[src/rtl/wb_stage.sv]
// wb_stage: MIPS writeback stage.
// Aligns load data and picks the GPR write result. Holds the HI/LO registers
// and the retired-instruction counter.
// Optional commit-trace FIFO with a valid/ready drain, built only when the
// WB_TRACE_EN macro is defined. Without it, the trace outputs are tied to 0.
module wb_stage #(
    parameter int TRACE_DEPTH = 4
) (
    input  logic        clk,
    input  logic        resetn,
    input  logic [31:0] wb_pc,
    input  logic [31:0] wb_inst,
    input  logic [31:0] wb_res,
    input  logic [31:0] wb_hi,
    input  logic [31:0] wb_lo,
    input  logic [31:0] wb_rdata,
    input  logic        wb_load,
    input  logic        wb_al,
    input  logic        wb_regwen,
    input  logic [5:0]  wb_wreg,
    input  logic [1:0]  wb_rhilo,
    input  logic [1:0]  wb_whilo,
    output logic        rf_we,
    output logic [4:0]  rf_waddr,
    output logic [31:0] rf_wdata,
    output logic [31:0] hi_q,
    output logic [31:0] lo_q,
    output logic [31:0] retired,
    output logic        trace_valid,
    input  logic        trace_ready,
    output logic [31:0] trace_pc,
    output logic [4:0]  trace_wnum,
    output logic [31:0] trace_wdata,
    output logic        trace_ovf
);

    localparam logic [5:0] OP_LB  = 6'b100000;
    localparam logic [5:0] OP_LBU = 6'b100100;
    localparam logic [5:0] OP_LH  = 6'b100001;
    localparam logic [5:0] OP_LHU = 6'b100101;

    // A zero PC is a bubble inserted by the pipeline.
    logic valid;
    assign valid = (wb_pc != 32'd0);

    logic [7:0]  ld_byte;
    logic [15:0] ld_half;
    logic [31:0] ld_data;
    logic [31:0] res_sel;

    // Little-endian lane extraction and sign/zero extension for sub-word loads.
    always_comb begin
        ld_byte = wb_rdata[7:0];
        case (wb_res[1:0])
            2'd1:    ld_byte = wb_rdata[15:8];
            2'd2:    ld_byte = wb_rdata[23:16];
            2'd3:    ld_byte = wb_rdata[31:24];
            default: ld_byte = wb_rdata[7:0];
        endcase
        ld_half = wb_res[1] ? wb_rdata[31:16] : wb_rdata[15:0];
        case (wb_inst[31:26])
            OP_LB:   ld_data = {{24{ld_byte[7]}}, ld_byte};
            OP_LBU:  ld_data = {24'd0, ld_byte};
            OP_LH:   ld_data = {{16{ld_half[15]}}, ld_half};
            OP_LHU:  ld_data = {16'd0, ld_half};
            default: ld_data = wb_rdata;
        endcase
    end

    // Result priority: load, link, MFHI, MFLO, then the ALU result.
    always_comb begin
        res_sel = wb_res;
        if (wb_load)          res_sel = ld_data;
        else if (wb_al)       res_sel = wb_pc + 32'd8;
        else if (wb_rhilo[1]) res_sel = hi_q;
        else if (wb_rhilo[0]) res_sel = lo_q;
    end

    // GPR write port is purely combinational; $0 and non-GPR targets are suppressed.
    assign rf_we    = valid & wb_regwen & ~wb_wreg[5] & (wb_wreg[4:0] != 5'd0);
    assign rf_waddr = wb_wreg[4:0];
    assign rf_wdata = res_sel;

    // HI/LO update on committing instructions; MFHI/MFLO see the old value.
    always_ff @(posedge clk or negedge resetn) begin
        if (!resetn) begin
            hi_q <= 32'd0;
            lo_q <= 32'd0;
        end else if (valid) begin
            if (wb_whilo[1]) hi_q <= wb_hi;
            if (wb_whilo[0]) lo_q <= wb_lo;
        end
    end

    // Retired-instruction counter, wraps naturally at 2^32.
    always_ff @(posedge clk or negedge resetn) begin
        if (!resetn)    retired <= 32'd0;
        else if (valid) retired <= retired + 32'd1;
    end

`ifdef WB_TRACE_EN
    localparam int AW = $clog2(TRACE_DEPTH);
    localparam logic [AW-1:0] PTR_ONE = 1;
    localparam logic [AW:0]   CNT_ONE = 1;
    localparam logic [AW:0]   CNT_FULL = (AW + 1)'(TRACE_DEPTH);

    typedef struct packed {
        logic [31:0] pc;
        logic [4:0]  wnum;
        logic [31:0] wdata;
    } trace_ent_t;

    trace_ent_t    mem [TRACE_DEPTH];
    trace_ent_t    head;
    logic [AW-1:0] wr_ptr, rd_ptr;
    logic [AW:0]   cnt;
    logic          full, do_pop, do_push;

    assign full    = (cnt == CNT_FULL);
    assign do_pop  = trace_valid & trace_ready;
    // A pop in the same cycle frees the slot, so a full FIFO still accepts.
    assign do_push = rf_we & (~full | do_pop);

    // Storage needs no reset; outputs are masked while the FIFO is empty.
    always_ff @(posedge clk) begin
        if (do_push) mem[wr_ptr] <= '{pc: wb_pc, wnum: rf_waddr, wdata: rf_wdata};
    end

    // Pointers, occupancy and sticky overflow flag.
    always_ff @(posedge clk or negedge resetn) begin
        if (!resetn) begin
            wr_ptr    <= '0;
            rd_ptr    <= '0;
            cnt       <= '0;
            trace_ovf <= 1'b0;
        end else begin
            if (do_push) wr_ptr <= wr_ptr + PTR_ONE;
            if (do_pop)  rd_ptr <= rd_ptr + PTR_ONE;
            case ({do_push, do_pop})
                2'b10:   cnt <= cnt + CNT_ONE;
                2'b01:   cnt <= cnt - CNT_ONE;
                default: cnt <= cnt;
            endcase
            if (rf_we & full & ~do_pop) trace_ovf <= 1'b1;
        end
    end

    assign trace_valid = (cnt != '0);
    assign head        = trace_valid ? mem[rd_ptr] : '0;
    assign trace_pc    = head.pc;
    assign trace_wnum  = head.wnum;
    assign trace_wdata = head.wdata;

    logic unused_ok;
    assign unused_ok = ^wb_inst[25:0];
`else
    assign trace_valid = 1'b0;
    assign trace_pc    = 32'd0;
    assign trace_wnum  = 5'd0;
    assign trace_wdata = 32'd0;
    assign trace_ovf   = 1'b0;

    logic unused_ok;
    assign unused_ok = ^{wb_inst[25:0], trace_ready};
`endif

endmodule

[config.mk]
export PLATFORM = sky130hd
export DESIGN_NAME = wb_stage
export DESIGN_NICKNAME = d
export VERILOG_FILES = /design/src/rtl/wb_stage.sv
export SDC_FILE = /design/constraint.sdc
export NUM_CORES = 1
export LEC_CHECK = 0
export BUFFER_PORTS_ARGS = -buffer_cell sky130_fd_sc_hd__buf_4
export CAP_MARGIN = 15
export CORE_AREA = 2 2 161 163
export DETAILED_ROUTE_END_ITERATION = 6
export DIE_AREA = 0 0 163 165
export SETUP_SLACK_MARGIN = 0.4
export SYNTH_ARGS = -nofsm -noshare
export SYNTH_HDL_FRONTEND = slang
export SYNTH_SLANG_ARGS = --single-unit
[constraint.sdc]
create_clock -name clk -period 3.4 [get_ports clk]
set_input_delay 0.85 -clock clk [delete_from_list [all_inputs] [get_ports clk]]
set_output_delay 0.85 -clock clk [all_outputs]
set_load 0.005 [all_outputs]
# Yosys cells after proc, flatten, opt, wreduce, memory -nomap -nowiden
# Cells that the tools add are included.
[word_totals]
out_inout_bits = 205
in_bits = 208
word_cells = 27
reg_bits = 96
[classes]
mux = 7
bitwise_logic = 4
eq_ne = 7
reduce_logical = 4
addsub = 2
[op_table]
columns = ["operator", "count"]
rows = [
  ["$mux 32", 4],
  ["$pmux 32 s4", 1],
  ["$add 32x1->32 const B", 1],
  ["$add 32x4->32 const B", 1],
  ["$reduce_bool 32->1", 1],
  ["$eq 6x6->1 const B", 4],
  ["$pmux 8 s3", 1],
  ["$mux 16", 1],
  ["$reduce_bool 5->1", 1],
  ["$eq 2x2->1 const B", 2],
  ["$reduce_and 2->1", 2],
  ["$and 1x1->1", 3],
  ["$eq 2x1->1 const B", 1],
  ["$not 1->1", 1],
]

# Longest topological paths before layout
[logic_depth]
word_depth = 4
ltp_mapped = 7
depth_no_buf = 6

# Worst setup path before layout
# No wires, ideal clock.
[synth_timing]
kind = "in2out"
startpoint = "input wb_inst[27]"
endpoint = "output rf_wdata[23]"
path_buffers = 2
cell_stages = 6
t_arrival_ns = 2.248
required_ns = 2.550
slack_ns = 0.302
cell_sequence = "or4b_4 -> buf_6 -> o31a_1 -> buf_6 -> a22o_1 -> a21oi_2"
[synth_between]
elab_chain_cells = 3
elab_cells_between_ends = 6
classes_between = "eq/ne (4); mux (2)"
[synth_rtl]
columns = ["item", "line_no", "source"]
rows = [
  ["start: declaration", "12", "input logic [31:0] wb_inst,"],
  ["$eq 6x6->1", "61", "case (wb_inst[31:26])"],
  ["$pmux 32 s4 *", "61", ""],
  ["$mux 32 *", "73", "if (wb_load) res_sel = ld_data;"],
  ["end: declaration", "25", "output logic [31:0] rf_wdata,"],
]
# Every way passes the cells marked *; elsewhere a longest branch is shown, timed or not.

# Final worst setup path
[layout_timing]
startpoint = "input wb_inst[30]"
endpoint = "output rf_wdata[7]"
# Same word-level chain as after synthesis.

==> summary.md <==
| Metric | Value |
|---|---|
| Synth async-reset ratio | 100% |
| Worst-path fanout max | 3 |
| Crit path cell chain | buf_8, buf_4, or4b_4, or3_1, o21ai_1, a211oi_1, a21o_1, buf_4 |
| Rows | 58 |
| Comb power frac | between 30 and 40% |
| WL/cell | 21.1 um |
| CP bufs+invs | 3 |
| Lkg Pwr | slightly below 5 nW |
| Commonest non-fill, non-tap cells in the layout | buf_4 (341), dfrtp_1 (96), mux2_2 (85) |
| DP HPWL | about 24 mm |
| DP Worst Slack | -48.9 ps |
| Dpl cells | about 1.4k |
| Post-route minimum period | 3340 ps |
| Cell family with most CP delay | simple AND/OR/NAND/NOR gates |
| VDD IR max | roughly 190 uV |
| Total power | about 0.0033 W |
| Int Pwr | ~0.0023 W |
| Switch share | 31.0% |
| CTS Buffer Depth | 2 |
| Unrepaired setup endpoints after global routing | yes |
| Pin count of the biggest net entering global routing | 56 |
| Area of the mapped netlist | 6960 um2 |
| Layout Cells excl Fill | approximately 1.4k |
| Max frequency | about 0.3 GHz |
| Switch Pwr | slightly above 0.001 W |
| CP dominant cell by count | buf_4 |
| CTS root buffer | clkbuf_16 |
| Final period utilization | between 90% and 100% |
| Port buffer count | approximately 310 |
| CTS Buf Count | 9 |
| Commonest non-fill, non-tap cell in the layout | buf_4 |
| Startpoint types | primary input |
| Initial DRC Count | approximately 270 |
| Die area | approximately 27,000 um2 |
| Share of layout cells above drive strength 1 | 52.2% |
| Vias | 6,772 |
| HP Class | register to register |
| Final nets | around 1.3k |
| CP required | between 2000 and 3000 ps |
| Slew Viols, Final | 0 |
| Sequential share of the synthesized area | ~35% |
| CP endpoint kind | output port |
| Tot GR Track Use | approximately a fifth |
| Max H-tree Level | 3 |
| Crit path arrival time | between 2000 and 2500 ps |
| Final-report setup violation count | 0 |
| Flop pwr share | about two fifths |
| Clock share of power | a little under a third |
| Reg clk slew, reported paths | 70 ps |
| Die Height | roughly 170 um |
| Synth Register Bits | 96 |
| Max Clock Skew | slightly above 8 ps |
| DR pass1 iterations | 5 |
| Critical-path top delay cell | or4b_4 |
| Main synth FF type | dfrtp_1 |
| Die W | ~160 um |
| Yosys warns | 0 |
| CTS tree | yes |
| Antenna violations before repair | 2 |
| Pwr dens | between 300 and 400 nW/um2 |
| CP peak stage delay | ~550 ps |
| DRC viols | 0 |
| Yosys cell types | just under 60 |
| Mean Syn Cell Area | roughly 9.6 um2 |
| Number of max-cap violations | 0 |
| Outcome | complete, no violations |
| Fin util | 42.2% |
| Vias in the first global route | about 6.9k |
| Crit path kind | primary input to output port |
| Number of synthesized flops with an enable pin | 0 |
| Global placer's final weighted congestion | around 0.86 |
| Total grt overflow | 0 |
| Post-Synthesis Cells | approximately 720 |
| Fin. Hold Viols | 0 |
| Via-per-instance ratio | about 5 |
| Worst slew pin tran | 776 ps |
| Worst rel slew slack | between 40% and 50% |
| DRT antenna net count | 0 |
| Initial Utilization | 27.8% |
| Clock tree sinks | 96 |
| Syn-to-layout area delta | 52.0% |
| Core ar. | between 20,000 and 30,000 um2 |
| Final setup margin | about 63 ps |
| Total wire length | a little under 30 mm |
| Clock Latency Late Sink | approximately 340 ps |
| Ports | a little over 400 |
| Wire length of the first global-routing pass | 42.6 mm |
[state kept, by name (all words and copies together), names as in the netlist]
name     cells
retired     32
lo_q        32
hi_q        32
[routing by layer]
metal | vias up | GRT usage [%] | part of all wire, % | wire [um]
li1 | 3147 | - | - | -
met5 | - | 0 | 0.044 | 13
met3 | 28 | 5.63 | 7.6 | 2240
met1 | 3285 | 26.2 | 40 | 11800
met4 | 2 | 6.11 | 2.3 | 663
met2 | 310 | 36.9 | 50 | 14600
[power groups by stage]
stage	Combinational (W)	Sequential [W]	Clock, W
floorplan	0.000418	0.00130	0
global route	0.00107	0.00130	0.00109
CTS	0.000982	0.00129	0.00105
global placement	0.000908	0.00131	0
finish	0.000992	0.00128	0.00101
detailed placement	0.000917	0.00131	0
[final cells by class]
| cell class | instances | area (um2) |
|---|---|---|
| sequential | 96 | 2400 |
| timing repair buffer | 369 | 2940 |
| inverter | 11 | 41.3 |
| clock inverter | 7 | 53.8 |
| clock buffer | 9 | 225 |
| multi-input combinational | 571 | 4500 |
| fill | 2505 | 14500 |
| antenna | 1 | 2.50 |
| tap | 330 | 413 |
[final timing paths]
path	startpoint	end	slack, ps	cells past startpoint
max in group asynchronous	resetn	hi_q[23]$_DFFE_PN0P_	2070	2
worst max register to register	retired[14]$_DFFE_PN0N_	retired[31]$_DFFE_PN0N_	1390	5
worst min-delay path	retired[31]$_DFFE_PN0N_	retired[31]$_DFFE_PN0N_	470	1
min in group asynchronous	resetn	hi_q[0]$_DFFE_PN0P_	580	1
worst min register to register	retired[31]$_DFFE_PN0N_	retired[31]$_DFFE_PN0N_	470	1
worst max-delay path	wb_inst[30]	rf_wdata[7]	60	8
[stage by stage]
step | setup TNS [ps] | hold slack [ps] | area (um2)
after global placement | -118 | 464 | 9650
after global routing | 0 | 505 | 10600
after detailed placement | -227 | 458 | 9650
final | 0 | 474 | 10600
after floorplan | 0 | 465 | 7230
after CTS | 0 | 478 | 10400
[synth_stat cells, types with 3 or more instances]
cell / n / share of area [%]
mux4_2: 4 / 1.3
or3_1: 7 / 0.63
o211ai_1: 6 / 0.65
nand2_1: 61 / 3.3
and3_1: 7 / 0.63
xnor2_1: 22 / 2.8
buf_2: 10 / 0.72
mux2i_1: 33 / 4.7
nor4_1: 12 / 1.1
xor2_1: 32 / 4.0
clkbuf_1: 26 / 1.4
nand4_1: 18 / 1.6
nor2_1: 26 / 1.4
a21oi_1: 32 / 2.3
a21oi_2: 9 / 1.1
a211oi_1: 8 / 0.86
mux2_2: 88 / 14
nand3_1: 24 / 1.7
and2_1: 5 / 0.45
a221oi_1: 4 / 0.50
o21ai_0: 30 / 2.2
and4_1: 7 / 0.88
nor4_2: 3 / 0.54
dfrtp_1: 96 / 35
buf_4: 77 / 8.3
nor3_1: 10 / 0.72
o22ai_1: 6 / 0.54
inv_1: 10 / 0.54
a31oi_1: 3 / 0.27
a22o_1: 10 / 1.3
[what timing repair did]
item,4_1_cts,5_1_grt
setup buffers,7,3
hold buffers,0,0
pin swaps,13,10
cloned,2,0
gates resized for setup,79,34
endpoints found under the setup margin,33,33
[cells by family after synthesis]
family                     Yosys count  share of synthesized area (%)
other                                1                         0.0539
AOI/OAI and AO/OA                  126                           12.0
buffers and inverters              127                           11.4
xor gates and xnor gates            54                           6.80
DFF                                 96                           34.5
muxes                              125                           20.3
adders and majority gates            2                          0.360
and+or+nand+nor                    191                           14.5
Power figures use the tool's default switching activity.
